**config.mk**
```make
export PLATFORM = sky130hd
export DESIGN_NAME = bird_flight_ctrl
export DESIGN_NICKNAME = d
export VERILOG_FILES = /design/src/rtl/bird_flight_ctrl.sv
export SDC_FILE = /design/constraint.sdc
export NUM_CORES = 1
export LEC_CHECK = 0
export BUFFER_PORTS_ARGS = -buffer_cell sky130_fd_sc_hd__buf_4
export CORE_ASPECT_RATIO = 1.2
export CORE_MARGIN = 8
export CORE_UTILIZATION = 49
export DETAILED_ROUTE_END_ITERATION = 6
export PLACE_DENSITY = 0.75
export REMOVE_ABC_BUFFERS = 1
export SLEW_MARGIN = 20
export SYNTH_ARGS = -nofsm -noshare
export SYNTH_HDL_FRONTEND = slang
export SYNTH_SLANG_ARGS = --single-unit
```
**constraint.sdc**
```tcl
create_clock -name clk -period 1.6 [get_ports clk]
set_clock_uncertainty 0.1 [all_clocks]
set_input_delay 0.24 -clock clk [delete_from_list [all_inputs] [get_ports clk]]
set_output_delay 0.24 -clock clk [all_outputs]
set_load 0.01 [all_outputs]
```
**src/rtl/bird_flight_ctrl.sv**
```systemverilog
// ---------------------------------------------------------------------------
// bird_flight_ctrl
//   Sequencer for the bird column: ROWS stacked bird-light cells that share one
//   move-up (press) and one move-down (gravity) strobe. Cleans up the raw flap
//   key into single-cycle press pulses, paces gravity ticks, tracks the bird
//   height and runs the IDLE/PLAY/DEAD game state machine, including the
//   one-cycle column clear on restart.
//
// Ports
//   clk          in   clock
//   reset        in   synchronous, active-high reset
//   key_i        in   raw flap key (asynchronous, active-high)
//   collide_i    in   pipe collision flag, only looked at in PLAY
//   press_o      out  one-cycle move-up pulse to the column cells
//   gravity_o    out  one-cycle move-down pulse to the column cells
//   col_clear_o  out  one-cycle clear pulse for the column cells
//   bird_pos_o   out  bird height: 0 = off-screen, 1 = bottom ... ROWS = top
//   playing_o    out  high while in PLAY
//   game_over_o  out  high while in DEAD
// ---------------------------------------------------------------------------
module bird_flight_ctrl #(
  parameter int ROWS        = 8,
  parameter int GRAV_PERIOD = 24,
  localparam int POS_W      = $clog2(ROWS + 1)
) (
  input  logic             clk,
  input  logic             reset,
  input  logic             key_i,
  input  logic             collide_i,
  output logic             press_o,
  output logic             gravity_o,
  output logic             col_clear_o,
  output logic [POS_W-1:0] bird_pos_o,
  output logic             playing_o,
  output logic             game_over_o
);

  localparam int               CNT_W    = $clog2(GRAV_PERIOD);
  localparam logic [CNT_W-1:0] CNT_LAST = CNT_W'(GRAV_PERIOD - 1);
  localparam logic [POS_W-1:0] POS_MAX  = POS_W'(ROWS);
  localparam logic [POS_W-1:0] POS_ONE  = POS_W'(1);

  typedef enum logic [1:0] {
    S_IDLE = 2'd0,
    S_PLAY = 2'd1,
    S_DEAD = 2'd2
  } state_t;

  state_t           state_q;
  logic             press_q;
  logic             gravity_q;
  logic             col_clear_q;
  logic [POS_W-1:0] bird_pos_q;
  logic             playing_q;
  logic             game_over_q;
  logic [CNT_W-1:0] grav_cnt_q;
  logic [CNT_W-1:0] grav_cnt_d;
  logic             grav_pend_q;

  // ---------------------------------------------------------------------
  // Key synchroniser and rising-edge detect.
  // key_arm_q means "the previous synchronised sample was a genuine low".
  // The synchroniser flops come out of reset at 0, which is not a real
  // observation of the key, so sync_vld_q holds off arming until the chain
  // carries real samples. A key held high across reset therefore has to be
  // released and pressed again before it produces an edge.
  // ---------------------------------------------------------------------
  logic       key_s1_q;
  logic       key_s2_q;
  logic [1:0] sync_vld_q;
  logic       key_arm_q;
  logic       key_edge;

  always_ff @(posedge clk) begin
    if (reset) begin
      key_s1_q   <= 1'b0;
      key_s2_q   <= 1'b0;
      sync_vld_q <= 2'b00;
      key_arm_q  <= 1'b0;
    end else begin
      key_s1_q   <= key_i;
      key_s2_q   <= key_s1_q;
      sync_vld_q <= {sync_vld_q[0], 1'b1};
      key_arm_q  <= sync_vld_q[1] & ~key_s2_q;
    end
  end

  assign key_edge = key_s2_q & key_arm_q;

  // ---------------------------------------------------------------------
  // Gravity pacing and per-cycle decisions in PLAY.
  // ---------------------------------------------------------------------
  logic grav_tick;
  logic do_press;
  logic grav_due;

  always_comb begin
    grav_cnt_d = grav_cnt_q + CNT_W'(1);
    if (grav_cnt_q == CNT_LAST) begin
      grav_cnt_d = '0;
    end
  end

  assign grav_tick = (state_q == S_PLAY) && (grav_cnt_q == CNT_LAST);
  // A flap at the ceiling is dropped entirely, so it cannot defer gravity.
  assign do_press  = key_edge && (bird_pos_q != POS_MAX);
  assign grav_due  = grav_tick || grav_pend_q;

  // ---------------------------------------------------------------------
  // Game state machine with registered outputs.
  // ---------------------------------------------------------------------
  always_ff @(posedge clk) begin
    if (reset) begin
      state_q     <= S_IDLE;
      press_q     <= 1'b0;
      gravity_q   <= 1'b0;
      col_clear_q <= 1'b0;
      bird_pos_q  <= '0;
      playing_q   <= 1'b0;
      game_over_q <= 1'b0;
      grav_cnt_q  <= '0;
      grav_pend_q <= 1'b0;
    end else begin
      press_q     <= 1'b0;
      gravity_q   <= 1'b0;
      col_clear_q <= 1'b0;

      case (state_q)
        S_IDLE: begin
          // Counter held at 0 so the first tick lands GRAV_PERIOD cycles
          // after PLAY entry.
          grav_cnt_q  <= '0;
          grav_pend_q <= 1'b0;
          if (key_edge) begin
            state_q    <= S_PLAY;
            press_q    <= 1'b1;
            bird_pos_q <= POS_ONE;
            playing_q  <= 1'b1;
          end
        end

        S_PLAY: begin
          grav_cnt_q <= grav_cnt_d;
          if (collide_i) begin
            // Collision overrides any flap or tick in the same cycle.
            state_q     <= S_DEAD;
            playing_q   <= 1'b0;
            game_over_q <= 1'b1;
            grav_pend_q <= 1'b0;
          end else if (do_press) begin
            // Press wins; a coincident or already pending tick is held over
            // as a single pending tick.
            press_q     <= 1'b1;
            bird_pos_q  <= bird_pos_q + POS_ONE;
            grav_pend_q <= grav_due;
          end else if (grav_due) begin
            gravity_q   <= 1'b1;
            grav_pend_q <= 1'b0;
            if (bird_pos_q != '0) begin
              bird_pos_q <= bird_pos_q - POS_ONE;
            end
            if (bird_pos_q <= POS_ONE) begin
              state_q     <= S_DEAD;
              playing_q   <= 1'b0;
              game_over_q <= 1'b1;
            end
          end
        end

        S_DEAD: begin
          grav_cnt_q  <= '0;
          grav_pend_q <= 1'b0;
          // Restart only clears the column; a further flap starts play.
          if (key_edge) begin
            state_q     <= S_IDLE;
            col_clear_q <= 1'b1;
            bird_pos_q  <= '0;
            game_over_q <= 1'b0;
          end
        end

        default: begin
          state_q     <= S_IDLE;
          playing_q   <= 1'b0;
          game_over_q <= 1'b0;
          bird_pos_q  <= '0;
          grav_cnt_q  <= '0;
          grav_pend_q <= 1'b0;
        end
      endcase
    end
  end

  assign press_o     = press_q;
  assign gravity_o   = gravity_q;
  assign col_clear_o = col_clear_q;
  assign bird_pos_o  = bird_pos_q;
  assign playing_o   = playing_q;
  assign game_over_o = game_over_q;

endmodule

```
== Word level (Yosys, flattened, before mapping) ==
Index checks and enable logic that the tools add are counted.
Cells by class
  equal/unequal tests: 12
  multipliers: 0
  magnitude comparators: 1
  divide/modulo/power cells: 0
  muxes and demuxes: 34
  shift-type cells: 0
  reductions and logical operators: 14
  bitwise gates (word level): 6
  add/sub/neg operators: 3
Operator list (number)
  two-way mux 4 bit: 6
  AND reduction 5 bit: 4
  two-way mux 1 bit: 17
  two-way mux 2 bit: 6
  one-hot mux 4 bit (3 select lines): 1
  != test 3 bit (second input constant): 3
  != test 2 bit (second input constant): 3
  != test 3 x 2 -> 1 bit (second input constant): 2
  one-hot mux 1 bit (3 select lines): 2
  one-hot mux 2 bit (3 select lines): 1
  OR reduction 3 bit: 2
  adder 5 x 1 -> 5 bit (second input constant): 1
  equality test 5 bit (second input constant): 1
  adder 4 x 1 -> 4 bit (second input constant): 1
  less-or-equal comparator 4 x 1 -> 1 bit (second input constant): 1
  != test 4 bit (second input constant): 1
  NOT 1 bit: 4
  nonzero test 4 bit: 1
  OR reduction 4 bit: 1
  subtractor 4 x 1 -> 4 bit (second input constant): 1
  bitwise AND 1 bit: 2
  equality test 2 x 1 -> 1 bit (second input constant): 1
  equality test 2 bit (second input constant): 1
  logical AND 1 bit: 2
  other kinds (5): 5
Storage, ports and cells
  latch bits: 0
  bits in read-only memories: 0
  input bits: 4
  memories: 0
  logic and storage cells: 84
  bits in writable memories: 0
  flip-flop bits (word level): 22

== Logic depth before layout (Yosys ltp) ==
  depth after elaboration: 7
  mapped depth: 7
  gate-level depth less buffers: 7

== Worst setup path after synthesis ==
Ideal clock, no wire load.
  kind: register to register
  start point: register bird_pos_q[0] (netlist: bird_pos_o[0])
  end point: register bird_pos_q[0] (netlist: bird_pos_o[0])
  library setup time: 0.128 ns
  arrival: 1.432 ns
  setup slack: -0.059 ns
  stages on the path, launching flop included: 8
  period minus slack after synthesis: 1.659 ns
  required time: 1.372 ns
  cell sequence: dfxtp_1 inv_1 ha_1 nand3b_1 a21oi_2 a21oi_2 mux2i_1 nor2_1
On the way
  longest elaborated chain between the ends: 6
  elaborated cells between the ends (all ways): 13
  classes of those cells: add/sub: 2; eq/ne: 3; mux: 5; reduce/logical: 3
RTL lines
  start: declaration: RTL line 53  | logic [POS_W-1:0] bird_pos_q;
  start signal: assignment: RTL line 154  | bird_pos_q <= bird_pos_q + POS_ONE;
  start signal: assignment: RTL line 160  | bird_pos_q <= bird_pos_q - POS_ONE;
  subtractor 4 x 1 -> 4 bit: RTL line 160
  two-way mux 4 bit: RTL line 159  | if (bird_pos_q != '0) begin
  two-way mux 4 bit: RTL line 156  | end else if (grav_due) begin
  two-way mux 4 bit: RTL line 150  | end else if (do_press) begin
  two-way mux 4 bit: RTL line 144  | if (collide_i) begin
  one-hot mux 4 bit (3 select lines): RTL line 128  | case (state_q)
Several ways; a longest one is shown, not always the timed one. The select of a mux whose other input is x is not followed.
A chain may end at the register's enable or synchronous reset.

== Worst setup path after layout ==
  start point: register grav_cnt_q[0]
  end point: register bird_pos_q[2] (netlist: bird_pos_o[2])
On the way
  longest elaborated chain between the ends: 5
RTL lines
  start: declaration: RTL line 56  | logic [CNT_W-1:0] grav_cnt_q;
  start signal: assignment: RTL line 143  | grav_cnt_q <= grav_cnt_d;
  equality test 5 bit: RTL line 104  | assign grav_tick = (state_q == S_PLAY) && (grav_cnt_q == CNT_LAST);
  logical AND 1 bit: RTL line 104
  logical OR 1 bit: RTL line 107  | assign grav_due = grav_tick || grav_pend_q;
  != test 3 bit (no source line)
  AND reduction 5 bit (no source line)
No other way between the ends.

==> run summary <==
Max Slew Vio Count = 0
Cells after Synth = 104
Buf/Inv on CP = 0
Worst r2r src = grav_cnt_q[0]
Crit-path leading delay family = compound AO/OA/AOI/OAI gates
Final Hold Viols = 0
Post-DR wirelength/cell = 13.5 µm
Clock Latency Late Sink = 0.31 ns
Reg2reg path depth = 6
Gp weighted congestion = 0.889
Core ar. = 1850 µm²
Post-Syn Area = 971 µm²
Critical Path Fanout Max = 3
Crit path launch = grav_cnt_q[0]
Yosys Warn Count = 0
Worst setup path endpoint = bird_pos_o[2]
Starting Density = 52.5%
Crit path cell chain = ha_4 -> and4b_4 -> o2bb2ai_4 -> a221oi_2 -> xnor2_1 -> nor2_1
Critical path endpoint category = register
Clock buffer count from CTS = 3
Pin count of the biggest net entering global routing = 18
Post-DP HPWL = 1430 µm
Reg clk slew, reported paths = 0.11 ns
Required @ worst endpoint = 1.71 ns
Largest family of logic cells by synthesized area = simple AND/OR/NAND/NOR gates
Worst hold path type = in2reg
Die Wd = 56.6 µm
Final core occ = 66.1%
Max cap viols = 0
Mux cell area share after synthesis = 1.03%
R2R Setup Slk = 0.03 ns
Slew margin rel. = 79.3%
Final period utilization = 98.0%
Worst Tran Pin Value = 0.307 ns
I/O Buffers = 12
First-pass GRT wire length = 3190 µm
# IOs = 13
N_diodes = 0
Synth Area in Simple Gates = 24.5%
Max stage delay on crit path = 0.37 ns
H-tree levels = 1
Routed vias = 786
Area Overhead vs Synth = 26.0%
Register area = 443 µm²
Nets = 134
Initial antenna violation count = 0
Root Driver = clkbuf_4
# DRC = 0
DIE AREA = 3670 µm²
1st-iter DRT viols = 11
WS Path Type = reg2reg
Post-place setup slack = -0.0211 ns
PwrDens = 747 nW/µm²
Compound-Gate Fraction of Synth Area = 17.1%
Static leakage = 0.457 nW
Clock buffer depth = 2
Mean Syn Cell Area = 9.34 µm²
Synth Area in XOR/XNOR = 3.61%
RSZ-0062 raised after global routing = true
Setup crit start kind = register
Most frequent cells in the layout = dfxtp_1, buf_4, nor2_1
Critical path arrival = 1.67 ns
Final setup margin = 0.0322 ns
Final antenna-violating net count = 0
# setup viols final = 0
WL final = 1940 µm
GRT Total Usage = 10.4%
Multi-input gate area in the final layout = 556 µm²
Yosys cell types = 37
Die height = 64.8 µm
R2r endpoint = bird_pos_o[2]
Number of global-route vias before repair = 789
CTS sink count = 22
Fillers = 160
Layout cells sized above 1 = 33.6%
Vias per inst = 5.46
TritonRoute pass-1 iters = 4
Most common cell after layout, fill and taps aside = dfxtp_1
Seq/Total Area, Yosys = 45.4%
Seq cells post-synth = 22
Slowest-stage cell, CP = dfxtp_2
Fmax = 0.638 GHz
Levels on crit path = 6
Synth Area in Adders = 5.15%
Min Tclk post-route = 1.57 ns
Final setup TNS = 0 ns
CTS tree = done
Rows = 17
Max IR drop VDD = 0.000619 V
GRT overflow = 0
Status = completed
-- worst reg2reg max path, cell delays in order (launching register included) --
cell	delay [ns]
dfxtp_2	0.37
ha_4	0.13
and4b_4	0.26
o2bb2ai_4	0.08
a221oi_2	0.30
xnor2_1	0.16
nor2_1	0.06
-- where the power goes --
part           leakage, nW  internal [mW]  switching, mW  total (mW)
registers            0.180          0.556        0.00544       0.562
logic                0.256         0.0221         0.0252      0.0473
clock network       0.0210          0.139          0.166       0.305
-- cell type report --
| type | count | area share, % |
|---|---|---|
| Multi-Input combinational cell | 74 | 45.4 |
| Sequential cell | 22 | 36.2 |
| Timing Repair Buffer | 19 | 11.7 |
| Clock buffer | 4 | 2.97 |
| Tap cell | 19 | 1.94 |
| Inverter | 6 | 1.84 |
-- synthesized netlist by cell type --
master / instances / area share (%)
or3_1: 2 / 1.3
nor4_1: 1 / 0.64
buf_2: 1 / 0.51
nand3_1: 3 / 1.5
nand3b_1: 1 / 0.77
o211ai_1: 1 / 0.77
mux2i_1: 1 / 1.0
a21oi_1: 10 / 5.2
a21oi_2: 2 / 1.8
ha_1: 4 / 5.2
nor2_2: 1 / 0.64
nand4_1: 1 / 0.64
nor2_1: 11 / 4.3
xor2_1: 1 / 0.90
or4_4: 1 / 1.2
o21ai_2: 1 / 0.90
nor3b_1: 2 / 1.5
nand2b_1: 1 / 0.64
nand2_1: 5 / 1.9
nand2b_2: 1 / 0.90
and4b_4: 1 / 1.4
a21o_1: 2 / 1.5
nor3_1: 3 / 1.5
o21ai_0: 3 / 1.5
o41ai_1: 1 / 0.90
and2_2: 1 / 0.77
inv_1: 6 / 2.3
nor2b_4: 1 / 1.4
clkbuf_1: 1 / 0.39
o2bb2ai_2: 1 / 1.5
xnor2_1: 3 / 2.7
dfxtp_1: 22 / 45
a31oi_1: 1 / 0.64
nor2b_1: 4 / 2.6
a221oi_2: 1 / 1.5
or3_2: 1 / 0.77
a211oi_1: 1 / 0.77
-- stage by stage --
step	cells	power (mW)	hold WS, ns	cell area [µm²]
after floorplan	102	0.595	0.209	962
after global placement	139	0.617	0.322	1120
after detailed placement	139	0.618	0.341	1120
after CTS	144	0.917	0.0239	1170
after global routing	144	0.950	0.0555	1220
final	144	0.914	0.0259	1220
-- cell families (layout without fill, tap and decap cells) --
| logic type | count (synthesis) | after routing |
|---|---|---|
| and+or+nand+nor | 41 | 41 |
| AOI/OAI and AO/OA | 24 | 24 |
| DFF | 22 | 22 |
| buffers and inverters | 8 | 29 |
| adders and majority gates | 4 | 4 |
| xor gates and xnor gates | 4 | 4 |
| muxes | 1 | 1 |
-- what timing repair did --
item,CTS,global route
hold buffers,0,0
resized for setup,3,8
pin swaps,3,5
endpoints found under the setup margin,5,5
buffers inserted,1,0
-- registers in the layout, summed over array words and instances, names as in the netlist --
signal	count
key_s1_q	1
key_s2_q	1
sync_vld_q	2
game_over_o	1
col_clear_o	1
state_q	2
press_o	1
gravity_o	1
key_arm_q	1
bird_pos_o	4
grav_pend_q	1
grav_cnt_q	5
playing_o	1
-- routing by layer --
layer	GRT usage [%]	up-vias	routed length, µm
met5	0	-	0
met4	7.23	0	51
met3	1.95	5	41
met2	19.1	10	1030
met1	10.1	368	823
li1	-	403	-
-- worst min path at each step --
stage	to	slack, ns	start	cells past startpoint
after floorplan	bird_pos_o[1]	0.21	reset	1
after global placement	key_s2_q	0.32	key_s1_q	1
after detailed placement	key_s2_q	0.34	key_s1_q	1
after CTS	key_s1_q	0.02	key_i	2
after global routing	key_s1_q	0.06	key_i	2
final	key_s1_q	0.03	key_i	2
Note: power is estimated with default switching activity, not from simulation.
